[config.mk]
export PLATFORM = sky130hd
export DESIGN_NAME = vid_timing_gen
export DESIGN_NICKNAME = d
export VERILOG_FILES = /design/src/rtl/vid_pkg.sv /design/src/rtl/vid_delay_line.sv /design/src/rtl/vid_timing_gen.sv
export SDC_FILE = /design/constraint.sdc
export NUM_CORES = 1
export LEC_CHECK = 0
export BUFFER_PORTS_ARGS = -buffer_cell sky130_fd_sc_hd__buf_4
export CORE_ASPECT_RATIO = 1.1
export CORE_UTILIZATION = 57
export CTS_CLUSTER_SIZE = 28
export DETAILED_ROUTE_END_ITERATION = 7
export GPL_ROUTABILITY_DRIVEN = 1
export PLACE_DENSITY = 0.8
export SYNTH_ARGS = -nofsm -noshare
export SYNTH_HDL_FRONTEND = slang
export SYNTH_SLANG_ARGS = --single-unit
[constraint.sdc]
create_clock -name clk -period 3.5 [get_ports clk]
set_input_delay 0.875 -clock clk [delete_from_list [all_inputs] [get_ports clk]]
set_output_delay 0.875 -clock clk [all_outputs]
set_load 0.1 [all_outputs]
[src/rtl/vid_pkg.sv]
// Shared types and constants for the video timing generator: pixel type,
// pattern mode codes, the colour-bar table and the aligned control word.
package vid_pkg;

  typedef logic [23:0] rgb_t;

  localparam logic [1:0] MODE_IMAGE = 2'd0;
  localparam logic [1:0] MODE_BARS  = 2'd1;
  localparam logic [1:0] MODE_RAMP  = 2'd2;
  localparam logic [1:0] MODE_SOLID = 2'd3;

  // Control and pattern colour for one pixel position, carried down the delay line.
  typedef struct packed {
    logic       de;
    logic       hs;
    logic       vs;
    logic       win;
    logic       fs;
    logic [1:0] mode;
    rgb_t       pat;
  } vid_ctrl_t;

  function automatic rgb_t bar_colour(input logic [2:0] idx);
    rgb_t c;
    case (idx)
      3'd0:    c = 24'hFFFFFF;
      3'd1:    c = 24'hFFFF00;
      3'd2:    c = 24'h00FFFF;
      3'd3:    c = 24'h00FF00;
      3'd4:    c = 24'hFF00FF;
      3'd5:    c = 24'hFF0000;
      3'd6:    c = 24'h0000FF;
      default: c = 24'h000000;
    endcase
    return c;
  endfunction

endpackage

[src/rtl/vid_delay_line.sv]
// Width x depth shift register with synchronous active-low clear.
module vid_delay_line #(
  parameter int W = 8,
  parameter int D = 2
) (
  input  logic         clk,
  input  logic         rst_n,
  input  logic [W-1:0] d,
  output logic [W-1:0] q
);

  logic [W-1:0] pipe_q [D];
  logic [W-1:0] pipe_d [D];

  always_comb begin
    pipe_d[0] = d;
    for (int i = 1; i < D; i++) pipe_d[i] = pipe_q[i-1];
  end

  always_ff @(posedge clk) begin
    if (!rst_n) begin
      for (int i = 0; i < D; i++) pipe_q[i] <= '0;
    end else begin
      for (int i = 0; i < D; i++) pipe_q[i] <= pipe_d[i];
    end
  end

  assign q = pipe_q[D-1];

endmodule

[src/rtl/vid_timing_gen.sv]
// Parametrised CEA-style timing generator with image window, read-ahead
// request to the image source, test patterns and a frame counter.
module vid_timing_gen
  import vid_pkg::*;
#(
  parameter int H_ACTIVE = 1280,
  parameter int H_FP     = 110,
  parameter int H_SYNC   = 40,
  parameter int H_BP     = 220,
  parameter int V_ACTIVE = 720,
  parameter int V_FP     = 5,
  parameter int V_SYNC   = 5,
  parameter int V_BP     = 20,
  parameter int HS_POL   = 1,
  parameter int VS_POL   = 1,
  parameter int IMG_X    = 320,
  parameter int IMG_Y    = 180,
  parameter int IMG_W    = 640,
  parameter int IMG_H    = 360,
  parameter int RD_LAT   = 1
) (
  input  logic        clk,
  input  logic        rst_n,
  input  logic [1:0]  mode,
  input  logic [23:0] border_rgb,
  input  logic [23:0] rd_data,
  output logic        rd_req,
  output logic        vpg_de,
  output logic        vpg_hs,
  output logic        vpg_vs,
  output logic [23:0] rgb,
  output logic        frame_start,
  output logic [15:0] frame_cnt
);

  localparam logic [15:0] H_LAST    = 16'(H_SYNC + H_BP + H_ACTIVE + H_FP - 1);
  localparam logic [15:0] V_LAST    = 16'(V_SYNC + V_BP + V_ACTIVE + V_FP - 1);
  localparam logic [15:0] H_ACT_BEG = 16'(H_SYNC + H_BP);
  localparam logic [15:0] H_ACT_END = 16'(H_SYNC + H_BP + H_ACTIVE);
  localparam logic [15:0] V_ACT_BEG = 16'(V_SYNC + V_BP);
  localparam logic [15:0] V_ACT_END = 16'(V_SYNC + V_BP + V_ACTIVE);
  localparam logic [15:0] H_WIN_BEG = 16'(H_SYNC + H_BP + IMG_X);
  localparam logic [15:0] H_WIN_END = 16'(H_SYNC + H_BP + IMG_X + IMG_W);
  localparam logic [15:0] V_WIN_BEG = 16'(V_SYNC + V_BP + IMG_Y);
  localparam logic [15:0] V_WIN_END = 16'(V_SYNC + V_BP + IMG_Y + IMG_H);
  localparam logic [15:0] HS_END    = 16'(H_SYNC);
  localparam logic [15:0] VS_END    = 16'(V_SYNC);
  localparam logic [15:0] BAR_LAST  = 16'(H_ACTIVE / 8 - 1);
  localparam logic        HS_ACT    = (HS_POL != 0);
  localparam logic        VS_ACT    = (VS_POL != 0);

  logic [15:0] h_cnt_q, h_cnt_d, v_cnt_q, v_cnt_d;
  logic [15:0] bar_sub_q, bar_sub_d, frame_cnt_q, frame_cnt_d;
  logic [2:0]  bar_idx_q, bar_idx_d;
  logic [1:0]  mode_q, mode_d;
  logic        rd_req_q, rd_req_d;
  logic        h_wrap, act, win;
  logic [7:0]  x_lo;
  vid_ctrl_t   ctrl_in, ctrl_out;

  always_comb begin
    h_wrap  = (h_cnt_q == H_LAST);
    h_cnt_d = h_wrap ? 16'd0 : h_cnt_q + 16'd1;
    v_cnt_d = v_cnt_q;
    if (h_wrap) v_cnt_d = (v_cnt_q == V_LAST) ? 16'd0 : v_cnt_q + 16'd1;
    mode_d = (h_cnt_q == 16'd0 && v_cnt_q == 16'd0) ? mode : mode_q;

    act = (h_cnt_q >= H_ACT_BEG) && (h_cnt_q < H_ACT_END) &&
          (v_cnt_q >= V_ACT_BEG) && (v_cnt_q < V_ACT_END);
    win = act && (h_cnt_q >= H_WIN_BEG) && (h_cnt_q < H_WIN_END) &&
          (v_cnt_q >= V_WIN_BEG) && (v_cnt_q < V_WIN_END);
    x_lo = h_cnt_q[7:0] - H_ACT_BEG[7:0];

    // Bar state describes the current h_cnt; it is reloaded on the edge into x = 0.
    bar_sub_d = bar_sub_q + 16'd1;
    bar_idx_d = bar_idx_q;
    if (h_cnt_d == H_ACT_BEG) begin
      bar_sub_d = 16'd0;
      bar_idx_d = 3'd0;
    end else if (bar_sub_q == BAR_LAST) begin
      bar_sub_d = 16'd0;
      bar_idx_d = bar_idx_q + 3'd1;
    end

    ctrl_in      = '0;
    ctrl_in.de   = act;
    ctrl_in.hs   = (h_cnt_q < HS_END);
    ctrl_in.vs   = (v_cnt_q < VS_END);
    ctrl_in.win  = win;
    ctrl_in.fs   = (h_cnt_q == 16'd0) && (v_cnt_q == 16'd0);
    ctrl_in.mode = mode_q;
    ctrl_in.pat  = (mode_q == MODE_BARS) ? bar_colour(bar_idx_q) : {3{x_lo}};

    rd_req_d    = win && (mode_q == MODE_IMAGE);
    frame_cnt_d = frame_cnt_q + {15'd0, ctrl_out.fs};
  end

  always_ff @(posedge clk) begin
    if (!rst_n) begin
      h_cnt_q     <= '0;
      v_cnt_q     <= '0;
      bar_sub_q   <= '0;
      bar_idx_q   <= '0;
      mode_q      <= MODE_IMAGE;
      rd_req_q    <= 1'b0;
      frame_cnt_q <= '0;
    end else begin
      h_cnt_q     <= h_cnt_d;
      v_cnt_q     <= v_cnt_d;
      bar_sub_q   <= bar_sub_d;
      bar_idx_q   <= bar_idx_d;
      mode_q      <= mode_d;
      rd_req_q    <= rd_req_d;
      frame_cnt_q <= frame_cnt_d;
    end
  end

  // One extra stage beyond RD_LAT so rd_data lands in the same cycle as its pixel.
  vid_delay_line #(
    .W ($bits(vid_ctrl_t)),
    .D (RD_LAT + 1)
  ) u_delay (
    .clk   (clk),
    .rst_n (rst_n),
    .d     (ctrl_in),
    .q     (ctrl_out)
  );

  always_comb begin
    rgb = 24'h0;
    if (ctrl_out.de) begin
      case (ctrl_out.mode)
        MODE_IMAGE: rgb = ctrl_out.win ? rd_data : border_rgb;
        MODE_SOLID: rgb = border_rgb;
        default:    rgb = ctrl_out.pat;
      endcase
    end
  end

  assign rd_req      = rd_req_q;
  assign vpg_de      = ctrl_out.de;
  assign vpg_hs      = ~(ctrl_out.hs ^ HS_ACT);
  assign vpg_vs      = ~(ctrl_out.vs ^ VS_ACT);
  assign frame_start = ctrl_out.fs;
  assign frame_cnt   = frame_cnt_q;

endmodule
Word-level counts from Yosys, hierarchy flattened
Memory sizes are Yosys's and may differ from the RTL's.
Cells that the tools add are included.

storage, ports and cells
  register bits = 70
  memory bits (writable) = 62
  bits of input ports = 52
  output and inout bits = 45
  word-level logic and storage cells = 66
  memories = 1

cells by class
  add/subtract/negate cells = 6
  magnitude comparators = 10
  equality and inequality tests = 12
  multiplexer cells = 11
  bitwise operators = 3
  reductions and logical operators = 16

memory list
  memory          depth  bits a word  read ports  clocked after memory_dff  wr ports  line                  text
  u_delay.pipe_q  2      31           2           0                         2         vid_delay_line.sv:12  logic [W-1:0] pipe_q [D];

operators by type and width
  kind                   count
  $pmux 24 s7            1
  $mux 24                3
  $mux 31                2
  $add 16x1->16 const B  3
  $pmux 24 s2            1
  $logic_not 16->1       2
  $lt 16x10->1 const B   2
  $lt 16x11->1 const B   2
  $mux 16                2
  $add 16x1->16          1
  $eq 16x10->1 const B   1
  $eq 16x11->1 const B   1
  $eq 16x8->1 const B    1
  $eq 16x9->1 const B    1
  $ge 16x10->1 const B   1
  $ge 16x5->1 const B    1
  $ge 16x8->1 const B    1
  $ge 16x9->1 const B    1
  $lt 16x3->1 const B    1
  $lt 16x6->1 const B    1
  $eq 3x3->1 const B     3
  $logic_and 1x1->1      9
  $sub 8x3->8 const B    1
  $eq 3x2->1 const B     2
  other kinds (11)       14

Longest topological paths before layout
  word-level depth = 9
  mapped depth = 11
  gate-level depth less buffers = 8

Hierarchy
Synthesis repeated with hierarchy kept, for this count alone.

unflattened totals
  cell total of the unflattened synthesis = 745
  area total of the unflattened synthesis = 6376.1 um^2

modules (own cells, without submodules)
  module          times used  cells each  area an instance (um^2)  seq. area each (um^2)
  vid_timing_gen  1           615         4639.4                   1401.3
  vid_delay_line  1           130         1736.7                   1241.2

Worst setup path before layout
Ideal clock, no wire load.

  path type = register -> output
  start = mem u_delay.pipe_q[0][55] (netlist bit)
  end = out rgb[10]
  arrival time = 2.077 ns
  data required time = 2.625 ns
  slack = 0.548 ns
  cell stages (with the launch flop) = 8
  buffers on the path = 2
  cell sequence = dfxtp_1 > inv_1 > ha_1 > clkbuf_1 > clkbuf_1 > nand2_1 > o21ai_0 > and2_1

RTL lines
  item             line                  text
  start, declared  vid_delay_line.sv:12
  end, declared    vid_timing_gen.sv:31  output logic [23:0] rgb,

==> results.toml <==
[sta]
timing.fmax_mhz = 310.0
tightest_slew_ns = 0.7141
maxSlewHeadroom_pct = 52.39
slew_violations = 0
setup_viol = 0
period_share_pct = 92.15
fin_skew_ns = 0.005473
fin_setup_tns_ns = 0
fin_crit_ns = 3.225
rsz0062_at_grt = "false"
hold_viol = 0

[drt]
drt_pass1_iterations = 5
wire_per_inst_microns = 14.23
drc_errors = 0
routed_via_density = 5.455
route.vias.total = 5308
drtAntennaViolNets = 0
drtIter0Drc = 277
totalWireLength_mm = 13.85

[yosys]
synth_ff_type = "dfxtp_1"
synth_area_sq_mm = 0.006193
synth_seq_cells = 132
syn_inst = 743
synth_top_area_cell = "dfxtp_1"
synth_top_cell_area_share_pct = 42.67
ys_top_cells_by_count = "dfxtp_1 (132), nor2_1 (102), nand2_1 (74)"
ys_types = 55
synth_most_common_cell = "dfxtp_1"
synth.area.top_cells = "dfxtp_1 (43%), and2_1 (6.5%), nor2_1 (6.2%)"
syn_area_per_cell_sq_um = 8.336
async_flop_share_pct = 0
synth_edf_count = 0
ys_warn_count = 0
seq_area_frac_synth_pct = 42.67
synth_nets = 815

[global_route]
use_met2_pct = 45.31
grt_usage_pct = 25.80
grtUsageMet3_pct = 6.494
grt_max_degree = 49
use_met1_pct = 30.28
grt.busiest_layer = "met2"
grt_pass1_vias = 5151
antenna_found_initial = 0
grt-ovfl-total = 0
grt_pass1_wl_mm = 23.27

[clock_tree]
cts-buffers-inserted = 17
cts.sinks = 132
htreeDepth = 4
clk_path_buf_depth = 2
path_clk_slew_ns = 0.05
clk_latency_ns = 0.41
postCtsSetupRepairBufs = 0
cts_root_buffer = "clkbuf_16"
cts_tree = "done"

[power]
p_clk_share_pct = 48.2
p_leak_nw = 3.183
total_power_mw = 3.585
p_seq_share_pct = 44.6
p_int_mw = 2.805
pwr-share-comb_pct = 7.2
max-vdd-ir-drop_mv = 0.3196
switchingPower_mw = 0.7795
power_density_mw_per_mm2 = 477.3
switching_share_pct = 21.74

[cells_and_area]
nets = 892
antenna_cells = 0
post_route_cells_drive_above_1_share_pct = 16.99
nFillCells = 815
synthToLayoutAreaGrowth_pct = 21.27
utilization_pct = 71.59

[worst_setup_path]
r2r_end = "bar_sub_q[2]"
critPathLaunch = "u_delay.pipe_q[0][55]"
cp_data_arrival_time_ns = 2.35
path_class = "reg2out"
startpoint_type = "flip-flop"
reg2reg_depth = 9
endpoint = "rgb[19]"
required_ns = 2.62
r2r-start = "h_cnt_q[2]"
end_kind = "output pin"
r2r_setup_slack_ns = 0.77
critPathMaxFanout = 23

[run]
maxCapViolCount = 0

[placed_design]
hpwl_mm = 9.716
gp_congestion = 0.9358
portBuffers = 96

[floorplanning]
start_util_pct = 59.03
chipWidth_microns = 101.4
die_area_sq_mm = 0.01129
rows = 39
die_y_microns = 111.3
core_sq_mm = 0.01049
ioPinCount = 97

[run_status]
status = "complete, no violations"

[hold_path]
hold_class = "reg2reg"
worst min path at each step:
stage	start	end	slack, ns	cells after the start
floorplan	u_delay.pipe_q[0][0]	u_delay.pipe_q[0][31]	0.41	1
global route	u_delay.pipe_q[0][18]	u_delay.pipe_q[0][49]	0.44	1
CTS	u_delay.pipe_q[0][21]	u_delay.pipe_q[0][52]	0.43	1
global placement	u_delay.pipe_q[0][20]	u_delay.pipe_q[0][51]	0.42	1
finish	u_delay.pipe_q[0][22]	u_delay.pipe_q[0][53]	0.43	1
detailed placement	u_delay.pipe_q[0][22]	u_delay.pipe_q[0][53]	0.42	1
power by group through the flow:
stage,Combinational (mW),Sequential (mW),Clock (mW)
after floorplan,0.147,1.64,0
after global placement,0.247,1.63,0
after detailed placement,0.254,1.63,0
after CTS,0.257,1.60,1.75
after global routing,0.286,1.60,1.83
final,0.257,1.60,1.73
layout by cell type (no fill, tap or decap), drive strengths merged, types with 2 or more instances in the layout:
cell type / n
a2111oi: 2
a211o: 2
a21o: 2
a21oi: 26
a22oi: 25
a31oi: 2
and2: 66
and3: 8
and4: 2
buf: 100
bufinv: 3
clkbuf: 20
clkinv: 2
clkinvlp: 3
dfxtp: 132
ha: 20
inv: 24
mux2: 2
nand2: 74
nand2b: 5
nand3: 31
nand4: 20
nor2: 102
nor3: 24
nor4: 8
nor4b: 4
o21ai: 36
o22ai: 2
o32ai: 2
or3: 7
or4: 4
xnor2: 27
xor2: 29
through the flow:
| stage | std cells | cell area, sq um | worst slack (ns) | hold WS (ns) |
|---|---|---|---|---|
| after CTS | 973 | 7510 | 0.1548 | 0.4296 |
| final | 973 | 7511 | 0.2746 | 0.4307 |
| after global routing | 973 | 7511 | 0.08883 | 0.4432 |
| after detailed placement | 944 | 6932 | 0.5965 | 0.4191 |
| after global placement | 944 | 6932 | 0.7164 | 0.4180 |
| after floorplan | 743 | 6193 | 0.5476 | 0.4119 |
cells by family (layout without fill, tap and decap cells):
logic type                 Yosys count  after routing  synth area share [%]
xor gates and xnor gates            56             56                 7.919
adders and majority gates           20             20                 4.040
and+or+nand+nor                    360            360                 29.29
AOI/OAI and AO/OA                  107            107                 11.07
buffers and inverters               65            152                 4.485
muxes                                3              3                0.5252
DFF                                132            132                 42.67
worst max-delay path, stage by stage (launching register included):
cell     delay [ns]
dfxtp_1        0.31
inv_1          0.05
ha_1           0.17
a21o_1         0.60
a22oi_1        0.18
o21ai_0        0.19
and2_1         0.14
buf_4          0.29
final cells by class:
type                       count  area, sq um  share of cell area (%)
clock inverter                 9        131.4                   1.749
tap                          143        178.9                   2.382
inverter                      23        86.33                   1.149
clock buffer                  20        446.7                   5.947
timing repair buffer         100        750.7                   9.995
sequential                   132         2643                   35.18
multi-input combinational    546         3274                   43.59
routing by layer:
metal,part of all wire (%),vias up
met2,51,171
met3,6.1,8
met5,0,-
li1,-,2666
met4,0.84,0
met1,42,2463
registers in the layout, summed over array words and instances, names as in the netlist:
| register | flops |
|---|---|
| u_delay.pipe_q | 62 |
| h_cnt_q | 16 |
| bar_sub_q | 16 |
| frame_cnt | 16 |
| rd_req | 1 |
| v_cnt_q | 16 |
| bar_idx_q | 3 |
| mode_q | 2 |
repair_timing:
| item | 4_1_cts | 5_1_grt |
|---|---|---|
| resized for setup | 0 | 1 |
| endpoints found under the setup margin | 0 | 3 |
| hold buffers | 0 | 0 |
| hold endpoints to repair | 0 | 0 |
Power figures use the tool's default switching activity.
